==> config.mk <==
export PLATFORM = sky130hd
export DESIGN_NAME = dmem_sram_bridge
export DESIGN_NICKNAME = d
export VERILOG_FILES = /design/src/rtl/mips_bus_pkg.sv /design/src/rtl/dmem_sram_bridge_kseg_addr_map.sv /design/src/rtl/dmem_sram_bridge.sv
export SDC_FILE = /design/constraint.sdc
export NUM_CORES = 1
export LEC_CHECK = 0
export ABC_AREA = 0
export BUFFER_PORTS_ARGS = -buffer_cell sky130_fd_sc_hd__buf_4
export CORE_AREA = 3 3 90 114
export DETAILED_ROUTE_END_ITERATION = 6
export DIE_AREA = 0 0 93 117
export GPL_TIMING_DRIVEN = 0
export MAX_ROUTING_LAYER = met4
export PLACE_DENSITY = 0.78
export SYNTH_ARGS = -nofsm -noshare
export SYNTH_HDL_FRONTEND = slang
export SYNTH_HIERARCHICAL = 1
export SYNTH_SLANG_ARGS = --single-unit
==> constraint.sdc <==
create_clock -name clk -period 1.9 [get_ports clk]
set_input_delay 0.285 -clock clk [delete_from_list [all_inputs] [get_ports clk]]
set_output_delay 0.285 -clock clk [all_outputs]
set_load 0.005 [all_outputs]
==> src/rtl/mips_bus_pkg.sv <==
// Shared encodings for the M-stage data-memory bridge: FSM states, size codes,
// kseg region constants and the latched request control payload.
package mips_bus_pkg;

    localparam int unsigned STATE_W    = 2;
    localparam int unsigned SIZE_W     = 2;
    localparam int unsigned STRB_W     = 4;
    localparam int unsigned KSEG_TAG_W = 2;
    localparam int unsigned KSEG_CLR_W = 3;

    typedef enum logic [STATE_W-1:0] {
        IDLE = 2'd0,
        REQ  = 2'd1,
        WAIT = 2'd2,
        DONE = 2'd3
    } state_t;

    localparam logic [SIZE_W-1:0] SZ_BYTE = 2'd0;
    localparam logic [SIZE_W-1:0] SZ_HALF = 2'd1;
    localparam logic [SIZE_W-1:0] SZ_WORD = 2'd2;

    // addr[31:30] == 2'b10 selects kseg0 (0x8...) or kseg1 (0xA...)
    localparam logic [KSEG_TAG_W-1:0] KSEG01_TAG = 2'b10;

    typedef struct packed {
        logic              wr;
        logic [SIZE_W-1:0] size;
        logic [STRB_W-1:0] wstrb;
    } req_ctrl_t;

endpackage

==> src/rtl/dmem_sram_bridge_kseg_addr_map.sv <==
// Combinational virtual-to-physical mapper: kseg0/kseg1 addresses lose their
// top three bits; everything else passes through unchanged.
module kseg_addr_map
    import mips_bus_pkg::*;
#(
    parameter int unsigned ADDR_W   = 32,
    parameter int unsigned MAP_KSEG = 1
) (
    input  logic [ADDR_W-1:0] virt,
    output logic [ADDR_W-1:0] phys
);

    generate
        if (MAP_KSEG != 0) begin : g_map
            always_comb begin
                phys = virt;
                if (virt[ADDR_W-1 -: KSEG_TAG_W] == KSEG01_TAG) begin
                    phys[ADDR_W-1 -: KSEG_CLR_W] = '0;
                end
            end
        end else begin : g_pass
            assign phys = virt;
        end
    endgenerate

endmodule

==> src/rtl/dmem_sram_bridge.sv <==
// M-stage data-memory request to SRAM-like req/addr_ok/data_ok bridge; stalls
// the pipeline until completion and holds read data while frozen externally.
module dmem_sram_bridge
    import mips_bus_pkg::*;
#(
    parameter int unsigned ADDR_W   = 32,
    parameter int unsigned DATA_W   = 32,
    parameter int unsigned MAP_KSEG = 1
) (
    input  logic              clk,
    input  logic              rst,
    input  logic              cpu_en,
    input  logic [STRB_W-1:0] cpu_wen,
    input  logic [SIZE_W-1:0] cpu_size,
    input  logic [ADDR_W-1:0] cpu_addr,
    input  logic [DATA_W-1:0] cpu_wdata,
    input  logic              pipe_stall_in,
    output logic [DATA_W-1:0] cpu_rdata,
    output logic              cpu_stall,
    output logic              data_req,
    output logic              data_wr,
    output logic [SIZE_W-1:0] data_size,
    output logic [ADDR_W-1:0] data_addr,
    output logic [DATA_W-1:0] data_wdata,
    output logic [STRB_W-1:0] data_wstrb,
    input  logic              data_addr_ok,
    input  logic              data_data_ok,
    input  logic [DATA_W-1:0] data_rdata
);

    state_t            state;
    state_t            state_nxt;
    logic              capture;
    logic              load_rdata;
    logic [ADDR_W-1:0] phys_addr;
    logic [ADDR_W-1:0] addr_q;
    logic [DATA_W-1:0] wdata_q;
    req_ctrl_t         ctrl_q;

    kseg_addr_map #(
        .ADDR_W   (ADDR_W),
        .MAP_KSEG (MAP_KSEG)
    ) u_map (
        .virt (cpu_addr),
        .phys (phys_addr)
    );

    always_ff @(posedge clk) begin
        if (rst) begin
            state <= IDLE;
        end else begin
            state <= state_nxt;
        end
    end

    // DONE waits out foreign stalls so a still-high cpu_en is not re-issued
    always_comb begin
        state_nxt  = state;
        capture    = 1'b0;
        load_rdata = 1'b0;
        case (state)
            IDLE: begin
                if (cpu_en) begin
                    capture   = 1'b1;
                    state_nxt = REQ;
                end
            end
            REQ: begin
                if (data_addr_ok) begin
                    if (data_data_ok) begin
                        load_rdata = ~ctrl_q.wr;
                        state_nxt  = DONE;
                    end else begin
                        state_nxt = WAIT;
                    end
                end
            end
            WAIT: begin
                if (data_data_ok) begin
                    load_rdata = ~ctrl_q.wr;
                    state_nxt  = DONE;
                end
            end
            DONE: begin
                if (!pipe_stall_in) begin
                    state_nxt = IDLE;
                end
            end
            default: state_nxt = IDLE;
        endcase
    end

    always_ff @(posedge clk) begin
        if (rst) begin
            addr_q    <= '0;
            wdata_q   <= '0;
            ctrl_q    <= '0;
            cpu_rdata <= '0;
            data_req  <= 1'b0;
        end else begin
            data_req <= (state_nxt == REQ);
            if (capture) begin
                addr_q  <= phys_addr;
                wdata_q <= cpu_wdata;
                ctrl_q  <= '{wr: |cpu_wen, size: cpu_size, wstrb: cpu_wen};
            end
            if (load_rdata) begin
                cpu_rdata <= data_rdata;
            end
        end
    end

    assign data_wr    = ctrl_q.wr;
    assign data_size  = ctrl_q.size;
    assign data_wstrb = ctrl_q.wstrb;
    assign data_addr  = addr_q;
    assign data_wdata = wdata_q;

    assign cpu_stall = cpu_en & (state != DONE);

endmodule

==> out/results.tsv, run 1 <==
stage	metric	value	unit
run_status	status	completed	
worst_setup_path	required time of the critical path	2.16	ns
worst_hold_path	Hold Path Depth	3	
clock_tree	Reg clk slew, reported paths	0.07	ns
yosys	post-synthesis sequential element count	106	
drt	Post-route DRC	0	
sta	Hold Vio Cnt, Final	0	
floorplanning	die footprint	0.0109	sq mm
clock_tree	clock sink total	106	
clock_tree	clock root cell	clkbuf_16	
worst_setup_path	type of origin of the critical path	flip-flop	
worst_setup_path	worst-path maximum fanout	10	
placement	IO Port Bufs	182	
yosys	Post-synth EDFFs	0	
worst_setup_path	Setup crit end	data_addr[7]$_SDFFE_PP0P_	
floorplanning	Initial Utilization	45.1	%
worst_hold_path	worst hold-check path type	in2reg	
drt	Final ANT Viol Nets	0	
flow_run	Max Cap Viol	0	
final_layout	Area growth syn-to-layout	44.0	%
final_layout	ANT cells	0	
worst_setup_path	r2r startpoint	state[1]$_SDFF_PP0_	
final_layout	share of post-route cells with drive strength above 1	35.4	%
yosys	sequential share of the synthesized area	51.3	%
global_routing	initial antenna violation count	0	
worst_setup_path	Critical Path AT	2.00	ns
yosys	Top FF cell, synth	dfxtp_1	
global_routing	number of global-route vias before repair	3928	
yosys	Avg Cell Area, Syn	8.06	sq um
pwr	leak pwr	2.67	nW
floorplanning	Core ar.	0.00917	sq mm
yosys	leading area contributor after synthesis	dfxtp_1	
floorplanning	die height	117	um
sta	setup violators final	0	
worst_setup_path	Crit Path Category	reg2reg	
worst_setup_path	worst-path cell chain	inv_1 -> ha_1 -> nand2_1 -> clkbuf_1 -> nand2_1 -> a21oi_1	
worst_setup_path	CP endpoint kind	flip-flop	
pwr	pwr/cell area	871	mW/mm^2
sta	Final period util	91.4	%
drt	Vias/cell	4.94	
worst_setup_path	Crit-path slowest cell	dfxtp_1	
final_layout	area of the multi-input gates	0.00159	sq mm
sta	Least-Margin Pin Slew	0.519	ns
final_layout	Final Instance Area	0.00596	sq mm
floorplanning	I/O Pins	213	
sta	Hold Slack	0.189	ns
sta	Max Clk Rate	0.576	GHz
worst_setup_path	RR Endpoint	data_addr[7]$_SDFFE_PP0P_	
worst_setup_path	crit-path most repeated cell	nand2_1	
floorplanning	row count	39	
sta	post-layout min period	1.74	ns
yosys	Net Count, Synth	626	
global_routing	first-pass GRT wire length	18.3	mm
drt	via count	4121	
floorplanning	Die Width	93	um
placement	dpl hpwl	9.38	mm
global_routing	All-Layer GR Usage	21.9	%
sta	RSZ-0062 raised after global routing	false	
final_layout	Filler cells	804	
clock_tree	Clock Path Buffers	2	
drt	Pre-antenna DRT Iters	4	
drt	Iteration-0 DRC Markers	186	
yosys	cell with the most instances after synthesis	nand2_1	
clock_tree	Post-CTS Hold Fix Bufs	0	
clock_tree	CTS tree	done	
worst_setup_path	Reg2Reg Setup Slack	0.16	ns
yosys	Yosys Warn Count	6	
drt	DR WL/cell	14.4	um
clock_tree	Clock Latency Late Sink	0.34	ns
yosys	Unique masters post-synth	29	
sta	Clock Skew	0.00434	ns
worst_setup_path	worst reg-to-reg path cell count	6	
global_routing	largest net degree at the start of global routing	16	
worst_setup_path	Worst Setup SP	state[1]$_SDFF_PP0_	
yosys	Syn Std Cell Area	0.00414	sq mm
drt	Total Routed Length	12.0	mm
sta	setup TNS	0	ns
worst_setup_path	CP max stage delay	0.40	ns
global_routing	GRT overflow	0	
final_layout	register area	0.00212	sq mm
clock_tree	H-tree level count	3	
yosys	Mapped Cells	513	
sta	slew margin rel.	65.4	%
placement	Area after DPL	0.00566	sq mm
pwr	Worst VDD drop	0.481	mV
yosys	asr flop ratio synth	0	%
final_layout	Nets	819	
sta	Final Slew Violations	0	
pwr	Total Power	0.00519	W
yosys	most frequent cells after synthesis	nand2_1 (143), dfxtp_1 (106), a21oi_1 (103), buf_4 (32), nand3_1 (32)	
placement	Placer Congestion	0.848	
yosys	top cells by area, synth	dfxtp_1 (51%), nand2_1 (13%), a21oi_1 (12%)	
yosys	top cell type's share of synthesized area	51.3	%
clock_tree	number of buffers created by CTS	9	
==> area by class of cell <==
cell class / count / area share [%]
multi-input combinational: 333 / 26.7
clock inverter: 2 / 0.588
buffer: 70 / 6.87
sequential: 106 / 35.6
timing repair buffer: 182 / 22.9
clock buffer: 14 / 4.43
tap: 123 / 2.58
inverter: 4 / 0.252
==> layout by cell type, fill, tap and decap left out <==
master and instances:
inv_1 4, nand3_1 32, a21oi_4 1, and3b_1 2, buf_1 2, nand2_1 143
nand3b_1 1, buf_4 214, ha_1 5, bufinv_16 1, nand2b_1 2, a2111oi_2 1
a21boi_0 1, o311a_1 1, a211oi_1 1, dfxtp_1 106, nor2b_1 1, a21oi_1 103
a21boi_2 1, and2_1 1, clkbuf_2 4, o41ai_1 1, clkinv_2 1, buf_2 17
and2_2 1, nor3_1 1, o21ai_1 5, o21ai_0 27, clkbuf_16 9, clkbuf_8 2
clkbuf_1 18, a21o_1 1, o2bb2ai_1 1
==> cells by family after synthesis <==
group                      Yosys count  share of synthesized area (%)
AOI/OAI and AO/OA                  144                           18.6
buffers and inverters               74                           10.2
DFF                                106                           51.3
and+or+nand+nor                    184                           18.4
adders and majority gates            5                           1.51
==> critical path, delay by kind of cell, from the launching register on <==
family	cells	cell delay, ns
buffers and inverters	2	0.50
and+or+nand+nor	2	0.38
DFF	1	0.40
AOI/OAI and AO/OA	1	0.18
adders and majority gates	1	0.20
==> worst min path at each step <==
stage / slack (ns) / startpoint / to
finish: 0.19 / cpu_wdata[16] / data_wdata[16]$_SDFFE_PP0P_
global route: 0.18 / cpu_wdata[3] / data_wdata[3]$_SDFFE_PP0P_
CTS: 0.18 / cpu_wdata[16] / data_wdata[16]$_SDFFE_PP0P_
detailed placement: 0.45 / data_addr[23]$_SDFFE_PP0P_ / data_addr[23]$_SDFFE_PP0P_
global placement: 0.44 / data_wstrb[2]$_SDFFE_PP0P_ / data_wstrb[2]$_SDFFE_PP0P_
floorplan: 0.42 / cpu_size[0] / data_size[0]$_SDFFE_PP0P_
==> stage by stage <==
stage	cells	utilization (%)	worst slack, ns
global placement	818	61.6	0.242
CTS	834	64.9	0.143
global route	834	64.9	0.00898
detailed placement	818	61.6	0.176
floorplan	513	-	0.490
finish	834	64.9	0.164
==> state kept, by name (all words and copies together) (netlist names) <==
register	flops
state	2
cpu_rdata	32
data_wdata	32
data_size	2
data_wr	1
data_addr	32
data_wstrb	4
data_req	1
==> layer usage <==
metal	wire length, um	track usage [%]
met1	4620	23.6
met2	6290	38.6
met3	793	5.05
met4	333	9.29
met5	0	-
==> what timing repair did <==
item | CTS | global route
setup endpoints to repair | 0 | 6
setup buffers | 0 | 0
gates resized for setup | 0 | 2
==> report_power, final <==
group,switching (W),total (W),internal [W],leakage [nW]
combinational,0.000449,0.000892,0.000442,1.66
sequential,0.0000710,0.00242,0.00235,0.866
clock,0.000775,0.00187,0.00109,0.147
Note: power is estimated with default switching activity, not from simulation.
==> inputs of run 2 (changes only) <==
--- a/config.mk
+++ b/config.mk
@@ -8,11 +8,13 @@
 export ABC_AREA = 0
 export BUFFER_PORTS_ARGS = -buffer_cell sky130_fd_sc_hd__buf_4
 export CORE_AREA = 3 3 90 114
+export CTS_CLUSTER_SIZE = 8
 export DETAILED_ROUTE_END_ITERATION = 6
 export DIE_AREA = 0 0 93 117
 export GPL_TIMING_DRIVEN = 0
 export MAX_ROUTING_LAYER = met4
 export PLACE_DENSITY = 0.78
+export SETUP_SLACK_MARGIN = 0.2
 export SYNTH_ARGS = -nofsm -noshare
 export SYNTH_HDL_FRONTEND = slang
 export SYNTH_HIERARCHICAL = 1
==> constraint.sdc (replaced) <==
create_clock -name clk -period 1.83 [get_ports clk]
set_input_delay 0.2745 -clock clk [delete_from_list [all_inputs] [get_ports clk]]
set_output_delay 0.2745 -clock clk [all_outputs]
set_load 0.005 [all_outputs]
==> run 2 against run 1 <==
Effect of this change: wire length grew 0.49%; count of clock-buffer cells in the layout unchanged; critical endpoint is now data_addr[1]$_SDFFE_PP0P_; sequential cell count stayed put; largest power group unchanged; critical path depth grew 1; sequential power increased by 4%; cell count increased by 0.12%; sequential share of layout area is 0.40 points lower; core utilization grew 0.90 points; critical path type unchanged; total power is 4.8% higher; combinational power increased by 8.2%.
==> out/results.tsv, run 2 (synthesized netlist as in run 1, its figures left out) <==
stage	metric	value	unit	change
final_layout	ANT cells	0		unchanged
final_layout	most frequent cells in the layout	buf_4 (221), nand2_1 (142), dfxtp_1 (104)		
final_layout	most common cell after layout, fill and taps aside	buf_4		
global_routing	initial antenna violation count	0		unchanged
pwr	pwr/cell area	900	mW/mm^2	+3.3%
clock_tree	Clock Path Buffers	2		unchanged
drt	M1 WL	4.72	mm	+2.2%
clock_tree	clock root cell	clkbuf_16		
drt	Pre-antenna DRT Iters	6		+2
final_layout	Area growth syn-to-layout	46.0	%	
worst_hold_path	worst hold-check path type	in2reg		
worst_setup_path	Critical Path AT	1.74	ns	-0.26 ns
sta	Clock Skew	0.00449	ns	+0.000151 ns
drt	Vias/cell	4.92		-0.43%
placement	Placer Congestion	0.848		unchanged
drt	Total Routed Length	12.1	mm	+0.49%
drt	DR WL/cell	14.5	um	+0.37%
final_layout	share of post-route cells with drive strength above 1	37.6	%	+2.2 points
clock_tree	Clock Latency Late Sink	0.34	ns	about the same
placement	dpl hpwl	9.38	mm	unchanged
sta	Final Slew Violations	0		unchanged
drt	met2 wire len	6.30	mm	about the same
drt	Iteration-0 DRC Markers	192		+3.2%
floorplanning	Die Width	93	um	unchanged
placement	IO Port Bufs	182		unchanged
global_routing	number of global-route vias before repair	3930		+0.051%
worst_setup_path	worst reg-to-reg path cell count	7		+1
sta	RSZ-0062 raised after global routing	false		
clock_tree	clock sink total	106		unchanged
global_routing	first-pass GRT wire length	18.3	mm	-0.19%
drt	met3 WL	786	um	-0.88%
floorplanning	Initial Utilization	45.1	%	unchanged
clock_tree	Reg clk slew, reported paths	0.07	ns	about the same
sta	Max Clk Rate	0.654	GHz	+13%
pwr	sw frac	25.1	%	+0.11 points
drt	Final ANT Viol Nets	0		unchanged
floorplanning	die height	117	um	unchanged
final_layout	Nets	820		+0.12%
worst_setup_path	worst-path maximum fanout	10		unchanged
pwr	Comb pwr share	17.8	%	+0.6 points
clock_tree	CTS tree	done		
pwr	sequential power share	46.3	%	-0.5 points
final_layout	Util after Layout	65.8	%	+0.90 points
drt	Post-route DRC	0		unchanged
sta	slew margin rel.	66.3	%	+0.92 points
floorplanning	row count	39		unchanged
placement	number of cells after detailed placement	818		unchanged
sta	setup TNS	0	ns	unchanged
global_routing	GRT overflow	0		unchanged
clock_tree	H-tree level count	3		unchanged
worst_setup_path	required time of the critical path	2.04	ns	-0.12 ns
pwr	Clk pwr share	35.9	%	about the same
global_routing	All-Layer GR Usage	21.8	%	-0.042 points
worst_setup_path	Crit Path Category	reg2reg		
pwr	Worst VDD drop	0.516	mV	+7.1%
run_status	status	completed		
sta	Least-Margin Pin Slew	0.505	ns	-0.0139 ns
drt	Highest Signal Layer	met4		
worst_setup_path	CP endpoint kind	flip-flop		
worst_setup_path	type of origin of the critical path	flip-flop		
clock_tree	number of buffers created by CTS	9		unchanged
flow_run	Max Cap Viol	0		unchanged
sta	Hold Vio Cnt, Final	0		unchanged
sta	setup violators final	0		unchanged
drt	via count	4108		-0.32%
pwr	leak pwr	2.70	nW	+1.3%
floorplanning	I/O Pins	213		unchanged
pwr	Sw Pwr	0.00136	W	+5.2%
worst_hold_path	Hold Path Depth	3		unchanged
sta	post-layout min period	1.53	ns	-0.206 ns
global_routing	largest net degree at the start of global routing	16		unchanged
sta	Final period util	83.6	%	-7.8 points
floorplanning	Core ar.	0.00917	sq mm	unchanged
pwr	P_int	0.00407	W	+4.6%
final_layout	final cell count without fillers	835		+0.12%
floorplanning	die footprint	0.0109	sq mm	unchanged
-- run 2: final cells by class --
class                      count  area [sq um]
fill                         800          3140
sequential                   106          2130
multi-input combinational    333          1610
timing repair buffer         183          1370
buffer                        70           460
clock buffer                  14           264
tap                          123           154
clock inverter                 2          35.0
inverter                       4          15.0
-- run 2: power by group through the flow --
stage                     Clock (W)  Sequential [W]  Combinational (W)
after floorplan                   0         0.00257           0.000454
after global placement            0         0.00256           0.000906
after detailed placement          0         0.00257           0.000930
after CTS                   0.00198         0.00252           0.000934
after global routing        0.00209         0.00253            0.00106
final                       0.00195         0.00252           0.000965
-- run 2: metal layers --
| layer | up-vias | track usage (%) |
|---|---|---|
| li1 | 2063 | - |
| met1 | 1872 | 23.3 |
| met2 | 148 | 38.8 |
| met3 | 25 | 5.05 |
| met4 | 0 | 9.29 |
| met5 | - | - |
-- run 2: repair_timing --
item                                    4_1_cts  5_1_grt
endpoints found under the setup margin       85      103
gates resized for setup                       4       52
pin swaps                                     0        2
setup buffers                                 0        1
hold buffers                                  0        0
-- run 2: final timing paths --
path	start	end	slack, ns
worst max-delay path	state[0]$_SDFF_PP0_	data_addr[1]$_SDFFE_PP0P_	0.30
worst min-delay path	cpu_addr[8]	data_addr[8]$_SDFFE_PP0P_	0.18
worst max register to register	state[0]$_SDFF_PP0_	data_addr[1]$_SDFFE_PP0P_	0.30
worst min register to register	data_addr[23]$_SDFFE_PP0P_	data_addr[23]$_SDFFE_PP0P_	0.45
-- run 2: critical path, stage by stage (launching register included) --
cell	delay, ns
dfxtp_2	0.35
inv_1	0.09
ha_1	0.23
and2_1	0.16
clkbuf_4	0.19
buf_4	0.19
nand2_1	0.12
a21oi_1	0.08
-- run 2: through the flow --
| stage | worst slack (ns) | hold slack, ns | instance area (sq um) | power [W] |
|---|---|---|---|---|
| 3_5_place_dp | 0.106 | 0.448 | 5660 | 0.00350 |
| 4_1_cts | 0.0865 | 0.169 | 5960 | 0.00543 |
| 6_report | 0.301 | 0.179 | 6040 | 0.00543 |
| 3_3_place_gp | 0.172 | 0.443 | 5660 | 0.00347 |
| 2_1_floorplan | 0.420 | 0.410 | 4140 | 0.00303 |
| 5_1_grt | 0.203 | 0.166 | 6040 | 0.00568 |
==> inputs of run 3 (changes only) <==
--- a/config.mk
+++ b/config.mk
@@ -5,15 +5,15 @@
 export SDC_FILE = /design/constraint.sdc
 export NUM_CORES = 1
 export LEC_CHECK = 0
-export ABC_AREA = 0
+export ABC_AREA = 1
 export BUFFER_PORTS_ARGS = -buffer_cell sky130_fd_sc_hd__buf_4
-export CORE_AREA = 3 3 90 114
+export CORE_AREA = 3 3 94 118
 export CTS_CLUSTER_SIZE = 8
 export DETAILED_ROUTE_END_ITERATION = 6
-export DIE_AREA = 0 0 93 117
+export DIE_AREA = 0 0 97 121
 export GPL_TIMING_DRIVEN = 0
 export MAX_ROUTING_LAYER = met4
-export PLACE_DENSITY = 0.78
+export PLACE_DENSITY = 0.75
 export SETUP_SLACK_MARGIN = 0.2
 export SYNTH_ARGS = -nofsm -noshare
 export SYNTH_HDL_FRONTEND = slang
==> constraint.sdc (replaced) <==
create_clock -name clk -period 1.3 [get_ports clk]
set_input_delay 0.195 -clock clk [delete_from_list [all_inputs] [get_ports clk]]
set_output_delay 0.195 -clock clk [all_outputs]
set_load 0.005 [all_outputs]
==> run 3 against run 2 <==
Effect of this change: the flow now finishes with violations (negative setup slack); wire length increased by 20%; non-clock buffer count increased by 22; sequential power increased by 48%; cell count increased by 5.3%; via count increased by 6.4%; clock skew increased by 0.0050 ns; maximum frequency increased by 7.2%; clock power increased by 40%; count of clock-buffer cells in the layout decreased by 2; sequential cell count unchanged.
==> out/results.tsv, run 3 <==
stage	metric	value	unit	change
yosys	cell with the most instances after synthesis	nor2_1		
clock_tree	clock sink total	106		unchanged
worst_setup_path	worst reg-to-reg path cell count	7		unchanged
sta	Clock Skew	0.00948	ns	+0.00500 ns
yosys	post-synthesis xor/xnor area fraction	0	%	unchanged
final_layout	share of post-route cells with drive strength above 1	57.6	%	+20 points
final_layout	Nets	860		+4.9%
pwr	Worst VDD drop	0.671	mV	+30%
yosys	top cell type's share of synthesized area	51.6	%	+0.33 points
yosys	Net Count, Synth	636		+1.6%
clock_tree	Reg clk slew, reported paths	0.07	ns	about the same
placement	IO Port Bufs	183		+0.55%
worst_setup_path	required time of the critical path	1.57	ns	-0.47 ns
worst_setup_path	Crit Path Category	reg2reg		
sta	setup TNS	-5.63	ns	-5.63 ns
floorplanning	I/O Pins	213		unchanged
floorplanning	die footprint	0.0117	sq mm	+7.9%
pwr	pwr/cell area	1200	mW/mm^2	+33%
worst_setup_path	worst-path maximum fanout	10		unchanged
run_status	failing checks	negative setup slack		
clock_tree	number of buffers created by CTS	9		unchanged
final_layout	final cell count without fillers	879		+5.3%
flow_run	Max Cap Viol	0		unchanged
placement	Placer Congestion	0.869		+2.4%
sta	final worst slack	-0.127	ns	-0.428 ns
clock_tree	clock root cell	clkbuf_16		
clock_tree	Clock Latency Late Sink	0.34	ns	about the same
yosys	Yosys Warn Count	6		unchanged
drt	Final ANT Viol Nets	0		unchanged
yosys	Syn Std Cell Area	0.00411	sq mm	-0.64%
final_layout	most frequent cells in the layout	buf_4 (217), nor2_1 (122), dfxtp_1 (103)		
worst_setup_path	Critical Path AT	1.69	ns	-0.05 ns
global_routing	initial antenna violation count	0		unchanged
drt	Vias/cell	4.97		+1.0%
global_routing	largest net degree at the start of global routing	16		unchanged
floorplanning	Initial Utilization	40.7	%	-4.4 points
drt	Total Routed Length	14.5	mm	+20%
drt	Post-route DRC	0		unchanged
yosys	Synth Area in Compound Gates	13.2	%	-5.3 points
final_layout	Area growth syn-to-layout	79.4	%	
sta	post-layout min period	1.43	ns	-0.102 ns
clock_tree	Clock Path Buffers	2		unchanged
worst_hold_path	Hold Path Depth	2		-1
worst_hold_path	worst hold-check path type	in2reg		
yosys	Post-synth EDFFs	0		unchanged
yosys	largest family of logic cells by synthesized area	simple AND/OR/NAND/NOR gates		
global_routing	met3 Usage GRT	4.43	%	-0.62 points
clock_tree	CTS tree	done		
sta	RSZ-0062 raised after global routing	true		
worst_hold_path	Hold Path Sink	state[0]$_SDFF_PP0_		
drt	Iteration-0 DRC Markers	179		-6.8%
clock_tree	Post-CTS Hold Fix Bufs	0		unchanged
placement	number of cells after detailed placement	835		+2.1%
pwr	leak pwr	3.36	nW	+24%
run_status	status	complete, but fails checks		
worst_setup_path	type of origin of the critical path	flip-flop		
yosys	Unique masters post-synth	20		-31%
yosys	post-synthesis simple-gate area fraction	22.8	%	+4.4 points
worst_hold_path	hold wc startpoint	rst		
global_routing	most used routing layer	met2		
global_routing	GRT overflow	0		unchanged
global_routing	grt met2 use	42.1	%	+3.3 points
clock_tree	H-tree level count	3		unchanged
floorplanning	row count	41		+5.1%
global_routing	All-Layer GR Usage	23.9	%	+2.1 points
sta	Final period util	110	%	+26 points
global_routing	met1 usage	26.2	%	+2.9 points
worst_setup_path	RR Endpoint	cpu_rdata[31]$_SDFFE_PP0P_		
sta	Final Slew Violations	0		unchanged
yosys	Avg Cell Area, Syn	7.86	sq um	-2.5%
drt	DR WL/cell	16.5	um	+14%
yosys	top cells by area, synth	dfxtp_1 (52%), nor2_1 (16%), o21ai_0 (9.9%)		
sta	slew margin rel.	52.0	%	-14 points
worst_setup_path	Reg2Reg Setup Slack	-0.13	ns	-0.43 ns
sta	Max Clk Rate	0.701	GHz	+7.2%
yosys	Top FF cell, synth	dfxtp_1		
sta	Least-Margin Pin Slew	0.721	ns	+0.216 ns
sta	Hold Vio Cnt, Final	0		unchanged
yosys	sequential share of the synthesized area	51.6	%	+0.33 points
yosys	Mapped Cells	523		+1.9%
final_layout	ANT cells	0		unchanged
yosys	mux cell area share after synthesis	0	%	unchanged
worst_setup_path	r2r startpoint	state[1]$_SDFF_PP0_		
yosys	most frequent cells after synthesis	nor2_1 (177), dfxtp_1 (106), o21ai_0 (81), nor3_1 (33), buf_4 (30)		
global_routing	first-pass GRT wire length	22.2	mm	+22%
yosys	leading area contributor after synthesis	dfxtp_1		
final_layout	most common cell after layout, fill and taps aside	buf_4		
drt	via count	4369		+6.4%
yosys	post-synthesis sequential element count	106		unchanged
global_routing	number of global-route vias before repair	4498		+14%
floorplanning	die height	121	um	+3.4%
drt	Pre-antenna DRT Iters	4		-2
yosys	asr flop ratio synth	0	%	unchanged
sta	setup violators final	90		+90
placement	dpl hpwl	8.95	mm	-4.5%
worst_setup_path	CP endpoint kind	flip-flop		
yosys	adder-cell share of the synthesized area	1.52	%	+0.0097 points
floorplanning	Die Width	97	um	+4.3%
floorplanning	Core ar.	0.0101	sq mm	+10%
[run 3: changes by cell type in the layout (fill, tap and decap cells not counted), moves of 13 or more]
cell / before / now
nor3_1: 1 / 29
buf_8: 0 / 13
o21ai_1: 10 / 34
o21ai_0: 22 / 3
nand2_1: 142 / 6
nand3_1: 32 / 4
a21oi_1: 103 / 0
o21ai_2: 0 / 68
nor2_4: 0 / 44
nor2_1: 0 / 122
[run 3: power by group]
group | switching [W] | total, W | internal, W
clock network | 0.00115 | 0.00273 | 0.00158
registers | 0.000229 | 0.00374 | 0.00351
logic | 0.00106 | 0.00238 | 0.00132
[run 3: stage by stage]
stage	hold slack [ns]	utilization, %	area, sq um	power, W	setup WS [ns]
2_1_floorplan	0.257	-	4180	0.00440	0.0105
3_3_place_gp	0.385	56.6	5720	0.00512	-0.0919
3_5_place_dp	0.395	56.6	5720	0.00516	-0.124
4_1_cts	0.0321	69.3	7000	0.00857	-0.124
5_1_grt	0.0322	72.9	7370	0.00920	-0.195
6_report	0.0393	72.9	7370	0.00884	-0.127
[run 3: worst max-delay path by stage]
| stage | startpoint | endpoint | slack [ns] | cells past startpoint |
|---|---|---|---|---|
| 3_3_place_gp | state[0]$_SDFF_PP0_ | cpu_rdata[0]$_SDFFE_PP0P_ | -0.09 | 6 |
| 6_report | state[1]$_SDFF_PP0_ | cpu_rdata[31]$_SDFFE_PP0P_ | -0.13 | 7 |
| 3_5_place_dp | state[0]$_SDFF_PP0_ | cpu_rdata[31]$_SDFFE_PP0P_ | -0.12 | 7 |
| 5_1_grt | state[1]$_SDFF_PP0_ | cpu_rdata[4]$_SDFFE_PP0P_ | -0.20 | 7 |
| 2_1_floorplan | state[0]$_SDFF_PP0_ | cpu_rdata[0]$_SDFFE_PP0P_ | 0.01 | 6 |
| 4_1_cts | state[1]$_SDFF_PP0_ | cpu_rdata[31]$_SDFFE_PP0P_ | -0.12 | 7 |
[run 3: what timing repair did]
item | in CTS | in global routing
resized for setup | 236 | 90
hold endpoints to repair | 0 | 0
pin swaps | 29 | 33
buffers inserted | 9 | 6
cloned | 15 | 0
endpoints found under the setup margin | 107 | 108
[run 3: metal layers]
metal  vias to the layer above  routed length [um]  part of all wire, %
li1                       2109                   -                    -
met1                      2068                5600                   39
met2                       157                7720                   53
met3                        35                 705                  4.9
met4                         0                 510                  3.5
met5                         -                   0                    0
[run 3: cell type report]
cell class                 instances  area [sq um]
fill                             691          2740
multi-input combinational        341          2260
sequential                       106          2130
timing repair buffer             211          1850
buffer                            64           592
clock buffer                      12           256
tap                              129           161
inverter                          13          71.3
clock inverter                     2          37.5
timing repair inverter             1          16.3
[run 3: kinds of logic after synthesis]
kind of cell	after synthesis
and+or+nand+nor	227
adders and majority gates	5
buffers and inverters	77
DFF	106
AOI/OAI and AO/OA	108
[run 3: worst max-delay path, cell delays in order (launching register included)]
cell and delay [ns]:
dfxtp_2 0.37, inv_4 0.06, ha_4 0.27, nand3b_4 0.14, nor2_8 0.19, buf_8 0.15
o21ai_1 0.06, nor2_1 0.11
